[src/rtl/zihpm_counters_if.sv]
// CSR/event port bundle for the hpm counter block: the pipeline and CSR unit drive it, the counters serve it.
// Latency: wires only. Read data, hit and illegal are combinational in the block behind the slave modport.
// Backpressure: none. Events are per-cycle pulses and a CSR write strobe lasts one cycle.
// Signals: Events (event pulses, bit 0 = event id 1), CsrAddr, CsrWriteEn, CsrWriteData,
//          CsrReadData, CsrHit, CsrIllegal, plus OverflowIrq when ZIHPM_OVERFLOW_IRQ_EN is defined.
interface zihpm_counters_if #(
  parameter int XLEN       = 32,
  parameter int NUM_EVENTS = 8
);
  logic [NUM_EVENTS-1:0] Events;
  logic [11:0]           CsrAddr;
  logic                  CsrWriteEn;
  logic [XLEN-1:0]       CsrWriteData;
  logic [XLEN-1:0]       CsrReadData;
  logic                  CsrHit;
  logic                  CsrIllegal;
`ifdef ZIHPM_OVERFLOW_IRQ_EN
  logic                  OverflowIrq;

  modport master (
    output Events, CsrAddr, CsrWriteEn, CsrWriteData,
    input  CsrReadData, CsrHit, CsrIllegal, OverflowIrq
  );
  modport slave (
    input  Events, CsrAddr, CsrWriteEn, CsrWriteData,
    output CsrReadData, CsrHit, CsrIllegal, OverflowIrq
  );
`else
  modport master (
    output Events, CsrAddr, CsrWriteEn, CsrWriteData,
    input  CsrReadData, CsrHit, CsrIllegal
  );
  modport slave (
    input  Events, CsrAddr, CsrWriteEn, CsrWriteData,
    output CsrReadData, CsrHit, CsrIllegal
  );
`endif
endinterface

[src/rtl/zihpm_counters.sv]
// Zihpm performance monitor: NUM_COUNTERS event-selectable counters, their selectors and mcountinhibit.
// Latency: CSR reads are combinational; writes and increments land on the next clk edge.
// Backpressure: none. Every event pulse and every CSR write is taken in the cycle it is presented.
// Ports: clk; reset (async, active low); bus (zihpm_counters_if.slave) carries Events, the CSR
//        read/write port, CsrHit/CsrIllegal and, with ZIHPM_OVERFLOW_IRQ_EN defined, OverflowIrq.
// Optional feature macro: ZIHPM_OVERFLOW_IRQ_EN adds the OF/MINH bits of mhpmevent and OverflowIrq.
module zihpm_counters #(
  parameter int XLEN          = 32,
  parameter int NUM_COUNTERS  = 4,
  parameter int NUM_EVENTS    = 8,
  parameter int COUNTER_WIDTH = 64
) (
  input  logic              clk,
  input  logic              reset,
  zihpm_counters_if.slave   bus
);

  localparam int SEL_W = $clog2(NUM_EVENTS + 1);
  // Event vector padded so every stored select value indexes a real bit:
  // bit 0 (select 0) and bits above NUM_EVENTS are tied low, so they never count.
  localparam int EV_W  = 1 << SEL_W;

  localparam logic [11:0] ADDR_INH  = 12'h320;
  localparam logic [11:0] EVT_BASE  = 12'h323;
  localparam logic [11:0] CNT_BASE  = 12'hB03;
  localparam logic [11:0] CNTH_BASE = 12'hB83;
  localparam logic [11:0] RO_BASE   = 12'hC03;
  localparam logic [11:0] ROH_BASE  = 12'hC83;

  function automatic logic [63:0] ext64(input logic [COUNTER_WIDTH-1:0] v);
    return 64'(v);
  endfunction

  logic [COUNTER_WIDTH-1:0] cnt_q    [NUM_COUNTERS];
  logic [COUNTER_WIDTH-1:0] cnt_wval [NUM_COUNTERS];
  logic [SEL_W-1:0]         sel_q    [NUM_COUNTERS];
  logic [NUM_COUNTERS-1:0]  inh_q;

  logic                     inh_sel;
  logic [NUM_COUNTERS-1:0]  evt_sel, lo_sel, hi_sel, rlo_sel, rhi_sel;
  logic [NUM_COUNTERS-1:0]  cnt_wr, inc;
  logic [EV_W-1:0]          ev_ext;
  logic [XLEN-1:0]          rdata;
  logic                     hit, illegal;

`ifdef ZIHPM_OVERFLOW_IRQ_EN
  logic [NUM_COUNTERS-1:0]  of_q, of_d, minh_q, wrap;
  logic                     irq_q;
`endif

  assign ev_ext = EV_W'({bus.Events, 1'b0});

  // Address decode. The high-half aliases only exist on a 32-bit CSR file.
  always_comb begin
    inh_sel = (bus.CsrAddr == ADDR_INH);
    evt_sel = '0;
    lo_sel  = '0;
    hi_sel  = '0;
    rlo_sel = '0;
    rhi_sel = '0;
    for (int i = 0; i < NUM_COUNTERS; i++) begin
      evt_sel[i] = (bus.CsrAddr == EVT_BASE + 12'(i));
      lo_sel[i]  = (bus.CsrAddr == CNT_BASE + 12'(i));
      rlo_sel[i] = (bus.CsrAddr == RO_BASE  + 12'(i));
      hi_sel[i]  = (XLEN == 32) && (bus.CsrAddr == CNTH_BASE + 12'(i));
      rhi_sel[i] = (XLEN == 32) && (bus.CsrAddr == ROH_BASE  + 12'(i));
    end
  end

  // Read mux, hit and illegal-write flags.
  always_comb begin
    rdata   = '0;
    hit     = inh_sel | (|evt_sel) | (|lo_sel) | (|hi_sel) | (|rlo_sel) | (|rhi_sel);
    illegal = bus.CsrWriteEn & ((|rlo_sel) | (|rhi_sel));
    if (inh_sel) rdata = XLEN'({inh_q, 3'b000});
    for (int i = 0; i < NUM_COUNTERS; i++) begin
      if (evt_sel[i]) begin
        rdata = XLEN'(sel_q[i]);
`ifdef ZIHPM_OVERFLOW_IRQ_EN
        rdata[XLEN-1] = of_q[i];
        rdata[XLEN-2] = minh_q[i];
`endif
      end
      if (lo_sel[i] | rlo_sel[i]) rdata = XLEN'(ext64(cnt_q[i]));
      if (hi_sel[i] | rhi_sel[i]) rdata = XLEN'(ext64(cnt_q[i]) >> 32);
    end
  end

  // Counter write value and increment enables. A half write only replaces its own
  // half and suppresses the increment, so nothing carries across halves that cycle.
  always_comb begin
    logic [63:0] wd64, cur, nxt;
    wd64   = 64'(bus.CsrWriteData);
    cur    = '0;
    nxt    = '0;
    cnt_wr = '0;
    inc    = '0;
    for (int i = 0; i < NUM_COUNTERS; i++) begin
      cur = ext64(cnt_q[i]);
      nxt = wd64;
      if (XLEN == 32) begin
        if (hi_sel[i]) nxt = {wd64[31:0], cur[31:0]};
        else           nxt = {cur[63:32], wd64[31:0]};
      end
      cnt_wval[i] = COUNTER_WIDTH'(nxt);
      cnt_wr[i]   = bus.CsrWriteEn & (lo_sel[i] | hi_sel[i]);
      inc[i]      = ev_ext[sel_q[i]] & ~inh_q[i] & ~cnt_wr[i];
`ifdef ZIHPM_OVERFLOW_IRQ_EN
      inc[i]      = inc[i] & ~minh_q[i];
`endif
    end
  end

`ifdef ZIHPM_OVERFLOW_IRQ_EN
  // OF: a hardware wrap beats a software write in the same cycle.
  always_comb begin
    wrap = '0;
    of_d = of_q;
    for (int i = 0; i < NUM_COUNTERS; i++) begin
      wrap[i] = inc[i] & (&cnt_q[i]);
      if (wrap[i])                             of_d[i] = 1'b1;
      else if (bus.CsrWriteEn & evt_sel[i])    of_d[i] = bus.CsrWriteData[XLEN-1];
    end
  end

  assign bus.OverflowIrq = irq_q;
`endif

  always_ff @(posedge clk or negedge reset) begin
    if (!reset) begin
      for (int i = 0; i < NUM_COUNTERS; i++) begin
        cnt_q[i] <= '0;
        sel_q[i] <= '0;
      end
      inh_q <= '0;
`ifdef ZIHPM_OVERFLOW_IRQ_EN
      of_q   <= '0;
      minh_q <= '0;
      irq_q  <= 1'b0;
`endif
    end else begin
      for (int i = 0; i < NUM_COUNTERS; i++) begin
        if (cnt_wr[i])   cnt_q[i] <= cnt_wval[i];
        else if (inc[i]) cnt_q[i] <= cnt_q[i] + COUNTER_WIDTH'(1);
        if (bus.CsrWriteEn & evt_sel[i]) begin
          sel_q[i] <= bus.CsrWriteData[SEL_W-1:0];
`ifdef ZIHPM_OVERFLOW_IRQ_EN
          minh_q[i] <= bus.CsrWriteData[XLEN-2];
`endif
        end
      end
      if (bus.CsrWriteEn & inh_sel) inh_q <= bus.CsrWriteData[3 +: NUM_COUNTERS];
`ifdef ZIHPM_OVERFLOW_IRQ_EN
      of_q  <= of_d;
      // Tracks the OR of the OF bits as they stand after this edge.
      irq_q <= |of_d;
`endif
    end
  end

  assign bus.CsrReadData = rdata;
  assign bus.CsrHit      = hit;
  assign bus.CsrIllegal  = illegal;

endmodule

[src/flat_wrapper.sv]
// flat-port wrapper written by rule: the top's interface ports become plain ports
module zihpm_counters_flat 
#(
  parameter int XLEN          = 32,
  parameter int NUM_COUNTERS  = 4,
  parameter int NUM_EVENTS    = 8,
  parameter int COUNTER_WIDTH = 64
)
  (clk, reset, bus_Events, bus_CsrAddr, bus_CsrWriteEn, bus_CsrWriteData, bus_CsrReadData, bus_CsrHit, bus_CsrIllegal);
  zihpm_counters_if #(.XLEN(XLEN), .NUM_EVENTS(NUM_EVENTS)) bus_i ();
  input  logic clk;
  input  logic reset;
  input wire logic [$bits(bus_i.Events)-1:0] bus_Events;
  input wire logic [$bits(bus_i.CsrAddr)-1:0] bus_CsrAddr;
  input wire logic [$bits(bus_i.CsrWriteEn)-1:0] bus_CsrWriteEn;
  input wire logic [$bits(bus_i.CsrWriteData)-1:0] bus_CsrWriteData;
  output wire logic [$bits(bus_i.CsrReadData)-1:0] bus_CsrReadData;
  output wire logic [$bits(bus_i.CsrHit)-1:0] bus_CsrHit;
  output wire logic [$bits(bus_i.CsrIllegal)-1:0] bus_CsrIllegal;
  assign bus_i.Events = bus_Events;
  assign bus_i.CsrAddr = bus_CsrAddr;
  assign bus_i.CsrWriteEn = bus_CsrWriteEn;
  assign bus_i.CsrWriteData = bus_CsrWriteData;
  assign bus_CsrReadData = bus_i.CsrReadData;
  assign bus_CsrHit = bus_i.CsrHit;
  assign bus_CsrIllegal = bus_i.CsrIllegal;
  zihpm_counters #(.XLEN(XLEN), .NUM_COUNTERS(NUM_COUNTERS), .NUM_EVENTS(NUM_EVENTS), .COUNTER_WIDTH(COUNTER_WIDTH)) u_core (.clk(clk), .reset(reset), .bus(bus_i));
endmodule
[config.mk]
export PLATFORM = sky130hd
export DESIGN_NAME = zihpm_counters_flat
export DESIGN_NICKNAME = d
export VERILOG_FILES = /design/src/rtl/zihpm_counters_if.sv /design/src/rtl/zihpm_counters.sv /design/src/flat_wrapper.sv
export SDC_FILE = /design/constraint.sdc
export NUM_CORES = 1
export LEC_CHECK = 0
export BUFFER_PORTS_ARGS = -buffer_cell sky130_fd_sc_hd__buf_2
export CAP_MARGIN = 20
export CORE_MARGIN = 1
export CORE_UTILIZATION = 57
export DETAILED_ROUTE_END_ITERATION = 7
export MAX_ROUTING_LAYER = met4
export PLACE_DENSITY_LB_ADDON = 0.2
export SYNTH_ARGS = -nofsm -noshare
export SYNTH_HDL_FRONTEND = slang
export SYNTH_SLANG_ARGS = --single-unit
[constraint.sdc]
create_clock -name clk -period 2.2 [get_ports clk]
set_input_delay 0.22 -clock clk [delete_from_list [all_inputs] [get_ports clk]]
set_output_delay 0.22 -clock clk [all_outputs]
set_load 0.02 [all_outputs]
==> metrics.txt, run 1 <==
Post-Synthesis Cells=2438; number of port buffers=88; Die Span Y=188 µm; ys flop type=dfrtp_1; # IOs=89; Post-DP HPWL=69200 µm; Log Error=[ERROR GRT-0116] Global routing finished with congestion. Check the congestion regions in the DRC Viewer.; Fail Step=global routing (5_1_grt); CTS H-Tree Depth=2; syn nets=2497; row cnt=67; Starting Density=58.2%; flop and latch count out of synthesis=276; total grt overflow=5; CTS Buffer Depth=3; Die Wd=188 µm; top cells by area, synth=dfrtp_1 (35%), nand2_1 (7.1%), o21ai_0 (4.6%); Post-synth EDFFs=0; GRT Total Usage=78.9%; first-pass GRT wire length=201000 µm; cell type with the largest total area after synthesis=dfrtp_1; CTS Buf Count=34; Yosys top cell area share=35.2%; mean post-synth cell area=8.05 µm²; CTS Sinks=276; ys async rst share=100%; Synth cell types=105; outcome=stopped before the end; Ys Warns=0; CTS Root Cell=clkbuf_16; vias in the first global route=30033; pin count of the biggest net entering global routing=63; RePlAce Congestion=1.21; post-synthesis sequential area ratio=35.2%; Post-Place Cells=3386; Mapped Area=19600 µm²
-- cells by family after synthesis --
family	after synthesis	share of synthesized area [%]
muxes	76	4.24
buffers and inverters	210	4.88
DFF	276	35.2
adders and majority gates	4	0.255
xor gates and xnor gates	80	3.57
AOI/OAI and AO/OA	680	22.8
and+or+nand+nor	1112	29.0
-- synth_stat cells (27+ instances only) --
master    instances
nand3_1         153
a221oi_1         32
nand4_1          78
and3_1           71
nor3_1           57
a31oi_1          33
clkbuf_1        106
a21oi_1         137
xor2_1           37
nand2_1         369
o22ai_1          32
o21ai_0         180
nor2_1          201
mux2_2           27
o211ai_1         54
inv_1            27
buf_2            43
xnor2_1          43
mux2i_1          46
dfrtp_1         276
a22oi_1          27
-- routing by layer --
| metal | overflow | global-route usage [%] |
|---|---|---|
| met5 | - | - |
| met1 | 0 | 79.3 |
| met2 | 3 | 92.8 |
| met3 | 0 | 63.2 |
| met4 | 2 | 73.5 |
-- repair_timing --
action / in CTS
pin swaps: 195
resized for setup: 583
endpoints found under the hold margin: 46
hold buffers: 1
cloned: 19
setup buffers: 122
setup endpoints to repair: 277
-- per-stage QoR --
stage	hold slack (ns)	setup slack [ns]	util [%]	cell area (µm²)
2_1_floorplan	-0.0756	-0.180	-	20000
3_3_place_gp	0.178	-0.407	73.9	24900
3_5_place_dp	0.177	-0.460	73.9	24900
4_1_cts	0.0534	-0.335	87.5	29500
==> run 2, diff against run 1 <==
--- a/config.mk
+++ b/config.mk
@@ -8,10 +8,9 @@
 export BUFFER_PORTS_ARGS = -buffer_cell sky130_fd_sc_hd__buf_2
 export CAP_MARGIN = 20
 export CORE_MARGIN = 1
-export CORE_UTILIZATION = 57
+export CORE_UTILIZATION = 40
 export DETAILED_ROUTE_END_ITERATION = 7
-export MAX_ROUTING_LAYER = met4
-export PLACE_DENSITY_LB_ADDON = 0.2
+export PLACE_DENSITY_LB_ADDON = 0.15
 export SYNTH_ARGS = -nofsm -noshare
 export SYNTH_HDL_FRONTEND = slang
 export SYNTH_SLANG_ARGS = --single-unit
==> constraint.sdc (replaced) <==
create_clock -name clk -period 2.9 [get_ports clk]
set_input_delay 0.29 -clock clk [delete_from_list [all_inputs] [get_ports clk]]
set_output_delay 0.29 -clock clk [all_outputs]
set_load 0.02 [all_outputs]
==> run 2 against run 1 <==
  * The run now ends clean
  * Synthesized area is the same
  * Synthesized cell count is the same
==> metrics.txt, run 2 <==
outcome=complete, no violations (was stopped before the end); Post-Synthesis Cells=2438 (unchanged); register area=6910 µm²; # IOs=89 (unchanged); fin util=48.9%; row cnt=80 (was 67); DRT Wirelength=94800 µm; Starting Density=40.8% (was 58.2%); first-pass GRT wire length=139000 µm; worst path arrival time=2.57 ns; CP endpoint kind=output pin; TNS Setup=0 ns; Vias=21856; Post-DP HPWL=69800 µm (was 69200 µm); die area=50000 µm²; CTS Buffer Depth=3 (unchanged); share of layout cells above drive strength 1=18.7%; vias in the first global route=19970; nets=2668; cell type with the largest total area after synthesis=dfrtp_1 (unchanged); number of port buffers=88 (unchanged); ys flop type=dfrtp_1 (unchanged); Pre-antenna DRT Iters=7; WS Path Type=primary input to output pin; final clock period utilization by the worst path=98.6%; Ys Warns=0 (unchanged); Largest regs=u_core.cnt_q (256), u_core.sel_q (16), u_core.inh_q (4); Worst setup SP type=primary input; # diodes=0; top cells by area, synth=dfrtp_1 (35%), nand2_1 (7.1%), o21ai_0 (4.6%) (unchanged); routed wire length per instance=29.1 µm; switching pwr=2.54 mW; CTS Sinks=276 (unchanged); RePlAce Congestion=1.02 (was 1.21); CTS Buf Count=38 (was 34); Die Wd=223 µm (was 188 µm); largest register by flop count=u_core.cnt_q; Clock Power Share=53.5%; CTS H-Tree Depth=2 (unchanged); required time of the critical path=2.61 ns; critical path peak fanout=10; Comb power frac=6.2%; Worst-Margin Slew=0.766 ns; Final min period=2.86 ns; switching share of power=25.6%; GRT Total Usage=37.7%; Yosys top cell area share=35.2% (unchanged); Max Freq=350 MHz; Synth cell types=105 (unchanged); commonest cells after routing, fill and taps aside=nand2_1 (369), dfrtp_1 (276), buf_4 (203); Final Hold Viols=0; syn nets=2497 (unchanged); Residual DRC=0; Commonest cells post-synth=nand2_1 (369), dfrtp_1 (276), nor2_1 (201) (unchanged); RSZ-0062 raised after global routing=true; P_int=7.37 mW; CTS Root Cell=clkbuf_16 (unchanged); min-delay worst type=primary input to flop; Area Growth Syn to Fin=19.6%; area post-placement=22000 µm² (was 24900 µm²); VDD IR-drop max=0.326 mV; fin area=23500 µm²; CTS tree=yes; Via density=6.72; clock-pin transition on the worst setup and hold timing paths=0.06 ns; normalized max-slew margin=48.4%; Pwr Density=422 nW/µm²; post-CTS setup buffers=0 (was 122); commonest non-fill, non-tap cell in the layout=nand2_1; Final Skew=0.0175 ns; final setup vio count=0; Min Hold Slack=0.149 ns; pin count of the biggest net entering global routing=70; Flop pwr share=40.3%; max FFs per register=256; most common cell in the netlist=nand2_1 (unchanged); Multi-input gate area=11900 µm²; First DRT Iteration DRCs=3345; R2R Setup Slk=0.16 ns; Core ar.=48000 µm²; number of max-cap violations=0; post-synthesis sequential area ratio=35.2% (unchanged); total grt overflow=0; FILL cells=4725; initial antenna violation count=2; flop and latch count out of synthesis=276 (unchanged); Slew Viols, Final=0; Die Span Y=223 µm (was 188 µm); Final ANT Viol Nets=0; clk_lat worst skew=0.58 ns; Post-synth EDFFs=0 (unchanged); mean post-synth cell area=8.05 µm² (unchanged); ys async rst share=100% (unchanged); Mapped Area=19600 µm² (unchanged); Leak=9.76 nW
run 2: cell counts after synthesis:
Identical to the previous run, type by type.
run 2: final cells by class:
cell class | count | share of cell area, %
sequential | 276 | 29.4
clock buffer | 54 | 4.92
tap | 615 | 3.28
multi-input combinational | 1952 | 50.6
inverter | 27 | 0.432
clock inverter | 16 | 0.997
timing repair buffer | 314 | 10.3
run 2: routing by layer:
layer  wire (µm)  track usage [%]
met2       39000             52.8
met1       39500             54.1
met3       11600             9.48
met5          13                0
met4        4680             17.2
run 2: stage by stage:
step,power (mW),std cells,worst slack (ns)
4_1_cts,9.93,3254,0.00685
3_5_place_dp,4.66,3183,-0.0570
6_report,9.91,3254,0.0393
5_1_grt,10.1,3254,-0.0153
3_3_place_gp,4.65,3183,-0.0495
2_1_floorplan,4.25,2438,0.265
run 2: path summary, 6_finish.rpt:
kind	from	end	cells after the start
hold reg to reg	u_core.cnt_q[61]$_DFFE_PN0P_	u_core.cnt_q[61]$_DFFE_PN0P_	1
min in group asynchronous	reset	u_core.cnt_q[252]$_DFFE_PN0P_	2
setup / recovery	bus_CsrAddr[8]	bus_CsrReadData[14]	10
setup reg to reg	u_core.sel_q[8]$_DFFE_PN0P_	u_core.cnt_q[184]$_DFFE_PN0P_	8
hold / removal	bus_CsrWriteData[7]	u_core.cnt_q[39]$_DFFE_PN0P_	3
max in group asynchronous	reset	u_core.cnt_q[86]$_DFFE_PN0P_	3
run 2: logic make-up after synthesis:
family | count (synthesis) | share of synthesized area (%)
fa+ha+maj | 4 | 0.255
mux | 76 | 4.24
flops | 276 | 35.2
compound gates | 680 | 22.8
xor+xnor | 80 | 3.57
buf+inv | 210 | 4.88
simple gates | 1112 | 29.0
run 2: worst max-delay path, cell delays in order:
cell and delay [ns]:
buf_2 0.13, and3b_1 0.25, o211ai_1 0.26, buf_4 0.21, nor2_2 0.05, buf_4 0.19, buf_4 0.20, a221oi_1 0.54
o21ai_1 0.23, buf_2 0.22
run 2: power by group through the flow:
stage               Combinational [mW]  Sequential (mW)  Clock [mW]
detailed placement               0.595             4.06           0
finish                           0.612             4.00        5.30
global placement                 0.588             4.06           0
floorplan                        0.233             4.02           0
CTS                              0.598             3.99        5.35
global route                     0.639             4.00        5.48
run 2: repair_timing:
action                                  CTS  global route
pin swaps                                 0             1
hold endpoints to repair                 62             0
gates resized for setup                   6            18
endpoints found under the setup margin    5            21
hold buffers                              1             0
Note: power is estimated with default switching activity, not from simulation.
